==> src/rtl/ps2_keypad_rx.sv <==
// ----------------------------------------------------------------------------
// ps2_keypad_rx
//
// PS/2 keyboard receiver and key decoder. The raw PS/2 lines are
// synchronised, the clock line is debounced, and 11-bit frames are assembled
// and checked. The decoder tracks the break (F0) and extended (E0) prefixes
// and turns each final scancode byte into a one-cycle key event with digit
// and direction lookups.
//
// Parameters
//   FILTER_LEN     : consecutive equal ps2_clk samples needed to change the
//                    filtered clock (2..255)
//   TIMEOUT_CYCLES : idle clk cycles allowed inside a frame before abort
//   ENABLE_ARROWS  : 1 = E0-prefixed arrow keys map to directions
//
// Ports
//   clk, rst_n     : system clock, asynchronous active-low reset
//   ps2_clk        : raw PS/2 clock (asynchronous)
//   ps2_data       : raw PS/2 data (asynchronous)
//   key_valid      : one-cycle pulse, key event present on outputs below
//   key_release    : 1 = break, 0 = make (held until next event)
//   numbers        : digit 0..9, 4'hF = not a digit (held)
//   directions     : 000 up, 001 left, 010 down, 011 right, 111 none (held)
//   scancode       : final non-prefix byte of the event (held)
//   extended       : event was E0-prefixed (held)
//   frame_error    : one-cycle pulse on bad start/stop/parity or timeout
// ----------------------------------------------------------------------------
module ps2_keypad_rx #(
   parameter int FILTER_LEN     = 8,
   parameter int TIMEOUT_CYCLES = 50000,
   parameter bit ENABLE_ARROWS  = 1'b1
) (
   input  logic       clk,
   input  logic       rst_n,
   input  logic       ps2_clk,
   input  logic       ps2_data,
   output logic       key_valid,
   output logic       key_release,
   output logic [3:0] numbers,
   output logic [2:0] directions,
   output logic [7:0] scancode,
   output logic       extended,
   output logic       frame_error
);

   localparam int               TO_W      = $clog2(TIMEOUT_CYCLES + 1);
   localparam logic [TO_W-1:0]  TO_LAST   = TO_W'(TIMEOUT_CYCLES - 1);
   localparam logic [7:0]       FILT_LAST = 8'(FILTER_LEN - 1);

   typedef enum logic [1:0] {
      ST_IDLE  = 2'd0,
      ST_SHIFT = 2'd1,
      ST_CHECK = 2'd2
   } state_t;

   // -------------------------------------------------------------------------
   // Two-stage synchronisers; index 0 = ps2_clk, index 1 = ps2_data.
   // Both lines idle high, so the flops reset high to avoid a false edge.
   // -------------------------------------------------------------------------
   logic [1:0] pin_raw;
   logic [1:0] pin_sync;

   assign pin_raw = {ps2_data, ps2_clk};

   generate
      for (genvar gi = 0; gi < 2; gi++) begin : g_sync
         logic [1:0] sync_reg;
         always_ff @(posedge clk or negedge rst_n) begin
            if (!rst_n) begin
               sync_reg <= 2'b11;
            end else begin
               sync_reg <= {sync_reg[0], pin_raw[gi]};
            end
         end
         assign pin_sync[gi] = sync_reg[1];
      end
   endgenerate

   logic clk_s;
   logic data_s;

   assign clk_s  = pin_sync[0];
   assign data_s = pin_sync[1];

   // -------------------------------------------------------------------------
   // Clock filter: the k-th consecutive sample differing from the filtered
   // level sees filt_cnt_reg = k-1, so the level flips on the FILTER_LEN-th.
   // fall_reg is registered together with the flip to a low level.
   // -------------------------------------------------------------------------
   logic       filt_clk_reg;
   logic [7:0] filt_cnt_reg;
   logic       fall_reg;

   always_ff @(posedge clk or negedge rst_n) begin
      if (!rst_n) begin
         filt_clk_reg <= 1'b1;
         filt_cnt_reg <= 8'd0;
         fall_reg     <= 1'b0;
      end else begin
         fall_reg <= 1'b0;
         if (clk_s != filt_clk_reg) begin
            if (filt_cnt_reg == FILT_LAST) begin
               filt_clk_reg <= clk_s;
               filt_cnt_reg <= 8'd0;
               fall_reg     <= ~clk_s;
            end else begin
               filt_cnt_reg <= filt_cnt_reg + 8'd1;
            end
         end else begin
            filt_cnt_reg <= 8'd0;
         end
      end
   end

   // -------------------------------------------------------------------------
   // Receive FSM and decoder state
   // -------------------------------------------------------------------------
   state_t          state_reg;
   logic [10:0]     shift_reg;
   logic [3:0]      bit_cnt_reg;
   logic [TO_W-1:0] to_cnt_reg;
   logic            frame_ok_reg;
   logic            brk_pend_reg;
   logic            ext_pend_reg;

   // Frame as it will look once the bit on the current fall is shifted in.
   // Bits arrive LSB-first and enter at the top, so after 11 shifts bit 0
   // holds the start bit and bit 10 the stop bit.
   logic [10:0] frame_next;
   logic        frame_ok_next;
   logic [7:0]  rx_byte;

   assign frame_next    = {data_s, shift_reg[10:1]};
   assign frame_ok_next = ~frame_next[0] & frame_next[10] & (^frame_next[9:1]);
   assign rx_byte       = shift_reg[8:1];

   // -------------------------------------------------------------------------
   // Key lookup for the byte held in the shift register
   // -------------------------------------------------------------------------
   logic [3:0] dig_map;
   logic [2:0] dir_map;

   always_comb begin
      dig_map = 4'hF;
      dir_map = 3'b111;
      if (!ext_pend_reg) begin
         case (rx_byte)
            8'h16:   dig_map = 4'd1;
            8'h1E:   dig_map = 4'd2;
            8'h26:   dig_map = 4'd3;
            8'h25:   dig_map = 4'd4;
            8'h2E:   dig_map = 4'd5;
            8'h36:   dig_map = 4'd6;
            8'h3D:   dig_map = 4'd7;
            8'h3E:   dig_map = 4'd8;
            8'h46:   dig_map = 4'd9;
            8'h45:   dig_map = 4'd0;
            default: dig_map = 4'hF;
         endcase
         case (rx_byte)
            8'h1D:   dir_map = 3'b000;
            8'h1C:   dir_map = 3'b001;
            8'h1B:   dir_map = 3'b010;
            8'h23:   dir_map = 3'b011;
            default: dir_map = 3'b111;
         endcase
      end else if (ENABLE_ARROWS) begin
         case (rx_byte)
            8'h75:   dir_map = 3'b000;
            8'h6B:   dir_map = 3'b001;
            8'h72:   dir_map = 3'b010;
            8'h74:   dir_map = 3'b011;
            default: dir_map = 3'b111;
         endcase
      end
   end

   // -------------------------------------------------------------------------
   // Frame assembly, checking and event generation.
   // The frame check is evaluated on the stop-bit fall so frame_error leads
   // by one cycle; the CHECK cycle then registers the decoded event.
   // -------------------------------------------------------------------------
   always_ff @(posedge clk or negedge rst_n) begin
      if (!rst_n) begin
         state_reg    <= ST_IDLE;
         shift_reg    <= 11'd0;
         bit_cnt_reg  <= 4'd0;
         to_cnt_reg   <= '0;
         frame_ok_reg <= 1'b0;
         brk_pend_reg <= 1'b0;
         ext_pend_reg <= 1'b0;
         key_valid    <= 1'b0;
         key_release  <= 1'b0;
         numbers      <= 4'hF;
         directions   <= 3'b111;
         scancode     <= 8'h00;
         extended     <= 1'b0;
         frame_error  <= 1'b0;
      end else begin
         key_valid   <= 1'b0;
         frame_error <= 1'b0;
         case (state_reg)
            ST_IDLE: begin
               if (fall_reg) begin
                  shift_reg   <= frame_next;
                  bit_cnt_reg <= 4'd1;
                  to_cnt_reg  <= '0;
                  state_reg   <= ST_SHIFT;
               end
            end

            ST_SHIFT: begin
               if (fall_reg) begin
                  shift_reg  <= frame_next;
                  to_cnt_reg <= '0;
                  if (bit_cnt_reg == 4'd10) begin
                     frame_ok_reg <= frame_ok_next;
                     if (!frame_ok_next) begin
                        frame_error  <= 1'b1;
                        brk_pend_reg <= 1'b0;
                        ext_pend_reg <= 1'b0;
                     end
                     state_reg <= ST_CHECK;
                  end else begin
                     bit_cnt_reg <= bit_cnt_reg + 4'd1;
                  end
               end else if (to_cnt_reg == TO_LAST) begin
                  // Keyboard stalled mid-frame: drop it and any prefix.
                  frame_error  <= 1'b1;
                  brk_pend_reg <= 1'b0;
                  ext_pend_reg <= 1'b0;
                  state_reg    <= ST_IDLE;
               end else begin
                  to_cnt_reg <= to_cnt_reg + 1'b1;
               end
            end

            ST_CHECK: begin
               state_reg <= ST_IDLE;
               if (frame_ok_reg) begin
                  if (rx_byte == 8'hE0) begin
                     ext_pend_reg <= 1'b1;
                  end else if (rx_byte == 8'hF0) begin
                     brk_pend_reg <= 1'b1;
                  end else begin
                     key_valid    <= 1'b1;
                     key_release  <= brk_pend_reg;
                     extended     <= ext_pend_reg;
                     scancode     <= rx_byte;
                     numbers      <= dig_map;
                     directions   <= dir_map;
                     brk_pend_reg <= 1'b0;
                     ext_pend_reg <= 1'b0;
                  end
               end
            end

            default: state_reg <= ST_IDLE;
         endcase
      end
   end

endmodule
==> config.mk <==
export PLATFORM = sky130hd
export DESIGN_NAME = ps2_keypad_rx
export DESIGN_NICKNAME = d
export VERILOG_FILES = /design/src/rtl/ps2_keypad_rx.sv
export SDC_FILE = /design/constraint.sdc
export NUM_CORES = 1
export LEC_CHECK = 0
export CAP_MARGIN = 5
export CELL_PAD_IN_SITES_DETAIL_PLACEMENT = 0
export CELL_PAD_IN_SITES_GLOBAL_PLACEMENT = 1
export CORE_UTILIZATION = 45
export DETAILED_ROUTE_END_ITERATION = 8
export PLACE_DENSITY = 0.83
export SKIP_CTS_REPAIR_TIMING = 1
export SYNTH_ARGS = -nofsm -noshare
export SYNTH_HDL_FRONTEND = slang
export SYNTH_SLANG_ARGS = --single-unit
==> constraint.sdc <==
create_clock -name clk -period 5.1 [get_ports clk]
set_input_delay 1.53 -clock clk [delete_from_list [all_inputs] [get_ports clk]]
set_output_delay 1.53 -clock clk [all_outputs]
set_load 0.005 [all_outputs]
==> metrics.csv <==
metric;value;unit
outcome;completed;
final_area;0.004111;mm2
initial_core_util;46.91;%
clock_path_buffers;2;
worst-path-buf-inv;1;
seq_area_frac_synth;47.12;%
die-area;0.008460;mm2
timing.hold.ws;0.3575;ns
syn_area;0.003643;mm2
drv_slew;0;
critPathLaunchType;register;
finClkSkew;0.007316;ns
grt_max_degree;48;
largest_reg_flops;16;
crit_chain;clkdlybuf4s50_1;
final_common_cell;nand2_1;
cp_slowest_stage_delay;0.53;ns
synth-seq-cells;68;
htreeDepth;3;
syn_inst;389;
setup_viol;0;
leakage;1.784;nW
nets;412;
fmax;0.3437;GHz
ant_nets;0;
wl_per_cell;15.06;um
synthXorXnorAreaFrac;6.559;%
power_density;280.9;mW/mm2
maxCapViolCount;0;
post-place-cells;492;
finalWeightedCongestion;0.8175;
critPathRequiredTime;3.57;ns
dr.pass1.iters;4;
synth_top_family_by_area;simple AND/OR/NAND/NOR gates;
drc;0;
rrSetupSlack;2.69;ns
worst_ir_drop_vdd;185.4;uV
synth_edf_count;0;
synth_warnings;0;
ys.flop_type;dfrtp_1;
grt_antenna_before_repair;0;
cts_sinks;68;
drive_above_1_share;10.34;%
grt_pass1_vias;2763;
cts_tree;built;
critPathKind;reg2out;
placementRows;32;
tightest_slew;1.043;ns
vias_per_cell;5.565;
cp-end-kind;output pin;
finalSetupTns;0;ns
diodes;0;
maxSlewHeadroom;30.49;%
io_pins;23;
routed_wl;7651;um
grt_pass1_wl;13420;um
grt.met3_usage;4.312;%
first_iter_violations;135;
grt-busiest-layer;met2;
dpl_cell_area;0.003889;mm2
synth_mux_area_share;2.060;%
die_w;91.98;um
hold_viol;0;
async_reset_ff_share;100.0;%
vias;2827;
synth_compound_area_share;14.25;%
grt_use_met1;26.25;%
critPathArrivalTime;1.38;ns
grtUsageTotal;20.10;%
postSynthAreaPerCell;9.366;um2
place_hpwl;4970;um
synth_fa_ha_area_share;2.404;%
final_cell_mix;75 x nand2_1, 56 x dfrtp_1, 31 x nor2_1;
synthDistinctLibCells;64;
cp_top_family;flip-flops;
area_delta_synth_final;12.84;%
synth-simple-area-share;23.59;%
clock_latency;0.35;ns
grt-ovfl-total;0;
slowest_stage;dfstp_2;
cts.clk_slew.worst_paths;0.08;ns
min_period;2.909;ns
io_buffer_count;22;
die_h;91.98;um
fp.coreArea;0.007767;mm2
numCtsBuffers;9;
critPathMaxFanout;2;
synth.net_count;400;
cts_root_buf;clkbuf_8;
hold_path.class;reg2reg;
grt_setup_unrepaired;no;
fin_cells;508;
use_met2;32.65;%
timing.final.crit_share;57.04;%
[cell usage after synthesis, drive strengths merged (4+ instances only)]
cell type / count / share of area (%)
xor2: 16 / 3.8
a21oi: 13 / 1.9
nor4b: 4 / 1.3
nand4: 7 / 1.2
nor3: 5 / 0.69
dfrtp: 56 / 38
buf: 13 / 2.0
clkbuf: 9 / 0.93
o211ai: 6 / 1.2
nor4: 4 / 0.69
ha: 7 / 2.4
dfstp: 12 / 8.7
o21ai: 23 / 3.2
inv: 10 / 1.0
o2111ai: 4 / 0.96
nand2: 75 / 7.7
and3: 7 / 1.2
nor2b: 4 / 0.69
a31oi: 7 / 1.2
nand3b: 4 / 0.82
xnor2: 5 / 1.4
mux2i: 4 / 1.4
nor2: 31 / 3.2
or3: 4 / 0.69
nand3: 12 / 1.6
[stage by stage]
step	power (mW)	util [%]	worst slack [ns]
after floorplan	0.6315	-	3.060
after global placement	0.6578	50.06	2.385
after detailed placement	0.6594	50.06	2.341
after CTS	1.164	52.93	2.180
after global routing	1.200	52.93	2.149
final	1.155	52.93	2.191
[final cells by class]
class | instances | area, um2
fill | 745 | 3656
multi-input combinational | 288 | 1780
sequential | 68 | 1717
timing repair buffer | 23 | 222.7
tap | 102 | 127.6
clock buffer | 9 | 123.9
clock inverter | 7 | 98.84
inverter | 11 | 41.29
[metal layers]
layer / wire length [um] / vias to the layer above
met5: 0 / -
met1: 3739 / 1394
met3: 131 / 9
met2: 3650 / 30
met4: 130 / 0
li1: - / 1394
[worst paths after layout]
path | startpoint | end | cells past startpoint
worst max-delay path | numbers[2] | numbers[2] | 1
worst max register to register | shift_reg[4] | directions[2] | 5
min in group asynchronous | rst_n | to_cnt_reg[13] | 1
max in group asynchronous | rst_n | g_sync[0].sync_reg[0] | 2
worst min-delay path | g_sync[1].sync_reg[0] | g_sync[1].sync_reg[1] | 0
worst min register to register | g_sync[1].sync_reg[0] | g_sync[1].sync_reg[1] | 0
[cell families after synthesis]
kind of cell	Yosys count
AO/OA/AOI/OAI	78
adder cells (fa/ha/maj)	7
AND/OR/NAND/NOR	174
XOR/XNOR	23
flip-flops	68
buffers and inverters	33
multiplexers	6
[power by group]
group          internal, mW  switching (mW)
Combinational        0.0268          0.0403
Clock                 0.279           0.228
Sequential            0.561          0.0206
Total                 0.866           0.289
Note: power is estimated with default switching activity, not from simulation.
==> variant (config.mk and constraints unchanged) <==
Register the input `ps2_data` before use. The logic sees it one clock later.
--- a/src/rtl/ps2_keypad_rx.sv
+++ b/src/rtl/ps2_keypad_rx.sv
@@ -54,4 +54,10 @@
    } state_t;
 
+   logic ps2_data_q;
+
+   always_ff @(posedge clk) begin
+      ps2_data_q <= ps2_data;
+   end
+
    // -------------------------------------------------------------------------
    // Two-stage synchronisers; index 0 = ps2_clk, index 1 = ps2_data.
@@ -61,5 +67,5 @@
    logic [1:0] pin_sync;
 
-   assign pin_raw = {ps2_data, ps2_clk};
+   assign pin_raw = {ps2_data_q, ps2_clk};
 
    generate
Formal check against the unedited RTL: no difference found for any inputs over 10 cycles, from zero or initial values and one cycle with rst_n low; that may be too few to reach the edited logic, so the function may still have changed.
==> variant against the unedited design <==
Routed wire length shrank 2.3%. Cell area fell by 1.6%. Synthesized cell count decreased by 0.77%. Setup slack gained 4.3 ps. Register-to-register slack got worse by 60 ps. Total power shrank 5.1%. Sequential cell count increased by 1. Worst hold slack worse by 62 ps. Area after synthesis shrank 1.6%. Sequential power rose by 0.9%. Clock power down 11%. Highest routed layer unchanged.
==> variant: results (changes against the unedited design) <==
hpwl dp=4.994 mm (+0.48%); Layout Nets=407 (-1.2%); met2 Use GR=0.3049 (-0.02157); synth cell count leaders=71 x nand2_1, 56 x dfrtp_1, 28 x nor2_1; fill cell count=714 (-4.2%); worst rel slew slack=0.4506 (+0.1457); Post-Place Cell Area=3846 µm² (-1.1%); GRT Total Usage=0.2004 (-0.0006018); DRT Pass-1 Iters=5 (+1); GR Util met1=0.2838 (+0.02130); Non-CTS inverters=7 (-4); status=finished, final reports clean; vias per cell=5.581 (+0.29%); layout cells sized above 1=0.1089 (+0.005463); Cell variety after synth=63 (-1.6%); placed insts=490 (-0.41%); first-iteration detailed-routing DRC count=227 (+68%); Clock Network Area Fraction=0.04918 (-0.004989); LEAKAGE=1.733 nW (-2.8%); maximum VDD drop=0.2108 mV (+14%); first-pass GRT wire length=13.20 mm (-1.6%); crit path DAT=1370 ps; Post-synth ARST share=0.9855 (-0.01449); fraction of area in multi-input gates=0.4284 (-0.004656); largest net degree at the start of global routing=36 (-25%); comb_multi_in=289 (+0.35%); routability cong.=0.7973 (-2.5%); vias in the first global route=2717 (-1.7%); mux cell area share after synthesis=0.01257 (-0.008039); final WL=7.474 mm (-2.3%); post-synthesis adder-cell area fraction=0.01396 (-0.01008); M3 GR Usage=0.05109 (+0.007971); register area=1737 µm² (+1.2%); synthesized area per cell=9.287 µm² (-0.85%); Die Area=8327 µm² (-1.6%); Post-Syn Nets=394 (-1.5%)
-- variant: changes by cell type after synthesis, sizes merged, moves of 5 or more --
cell,change
nand2b,+5
o31ai,+7
a31oi,+6
buf,-8
clkbuf,+7
xor2,-12
o21ai,+5
nor3,+5
xnor2,+5
o211ai,-5
-- variant: worst paths after layout --
kind | from | end | slack [ps]
min reg2reg | ps2_data_q | g_sync[1].sync_reg[0] | 300
max reg2reg | shift_reg[4] | key_release | 2630
min in group asynchronous | rst_n | to_cnt_reg[8] | 1240
min | ps2_data_q | g_sync[1].sync_reg[0] | 300
max in group asynchronous | rst_n | g_sync[0].sync_reg[1] | 2900
max | numbers[2] | numbers[2] | 2200
-- variant: metrics by stage --
stage,total power [mW],utilization
global placement,0.6554,0.4977
global route,1.148,0.5235
finish,1.096,0.5235
detailed placement,0.6570,0.4977
floorplan,0.6338,-
CTS,1.111,0.5235
-- variant: routing by layer --
| layer | vias up | share of wire |
|---|---|---|
| li1 | 1410 | - |
| met1 | 1362 | 0.50 |
| met2 | 47 | 0.45 |
| met3 | 5 | 0.032 |
| met4 | 0 | 0.010 |
| met5 | - | 0 |
-- variant: cells by family after synthesis --
family	after synthesis
and+or+nand+nor	180
AOI/OAI and AO/OA	86
DFF	69
buffers and inverters	28
xor gates and xnor gates	15
muxes	4
adders and majority gates	4
-- variant: power groups by stage --
| stage | sequential, mW | combinational (mW) | clock [mW] |
|---|---|---|---|
| global placement | 0.595 | 0.0600 | 0 |
| global route | 0.589 | 0.0701 | 0.489 |
| floorplan | 0.591 | 0.0425 | 0 |
| finish | 0.586 | 0.0598 | 0.450 |
| CTS | 0.586 | 0.0613 | 0.464 |
| detailed placement | 0.596 | 0.0607 | 0 |
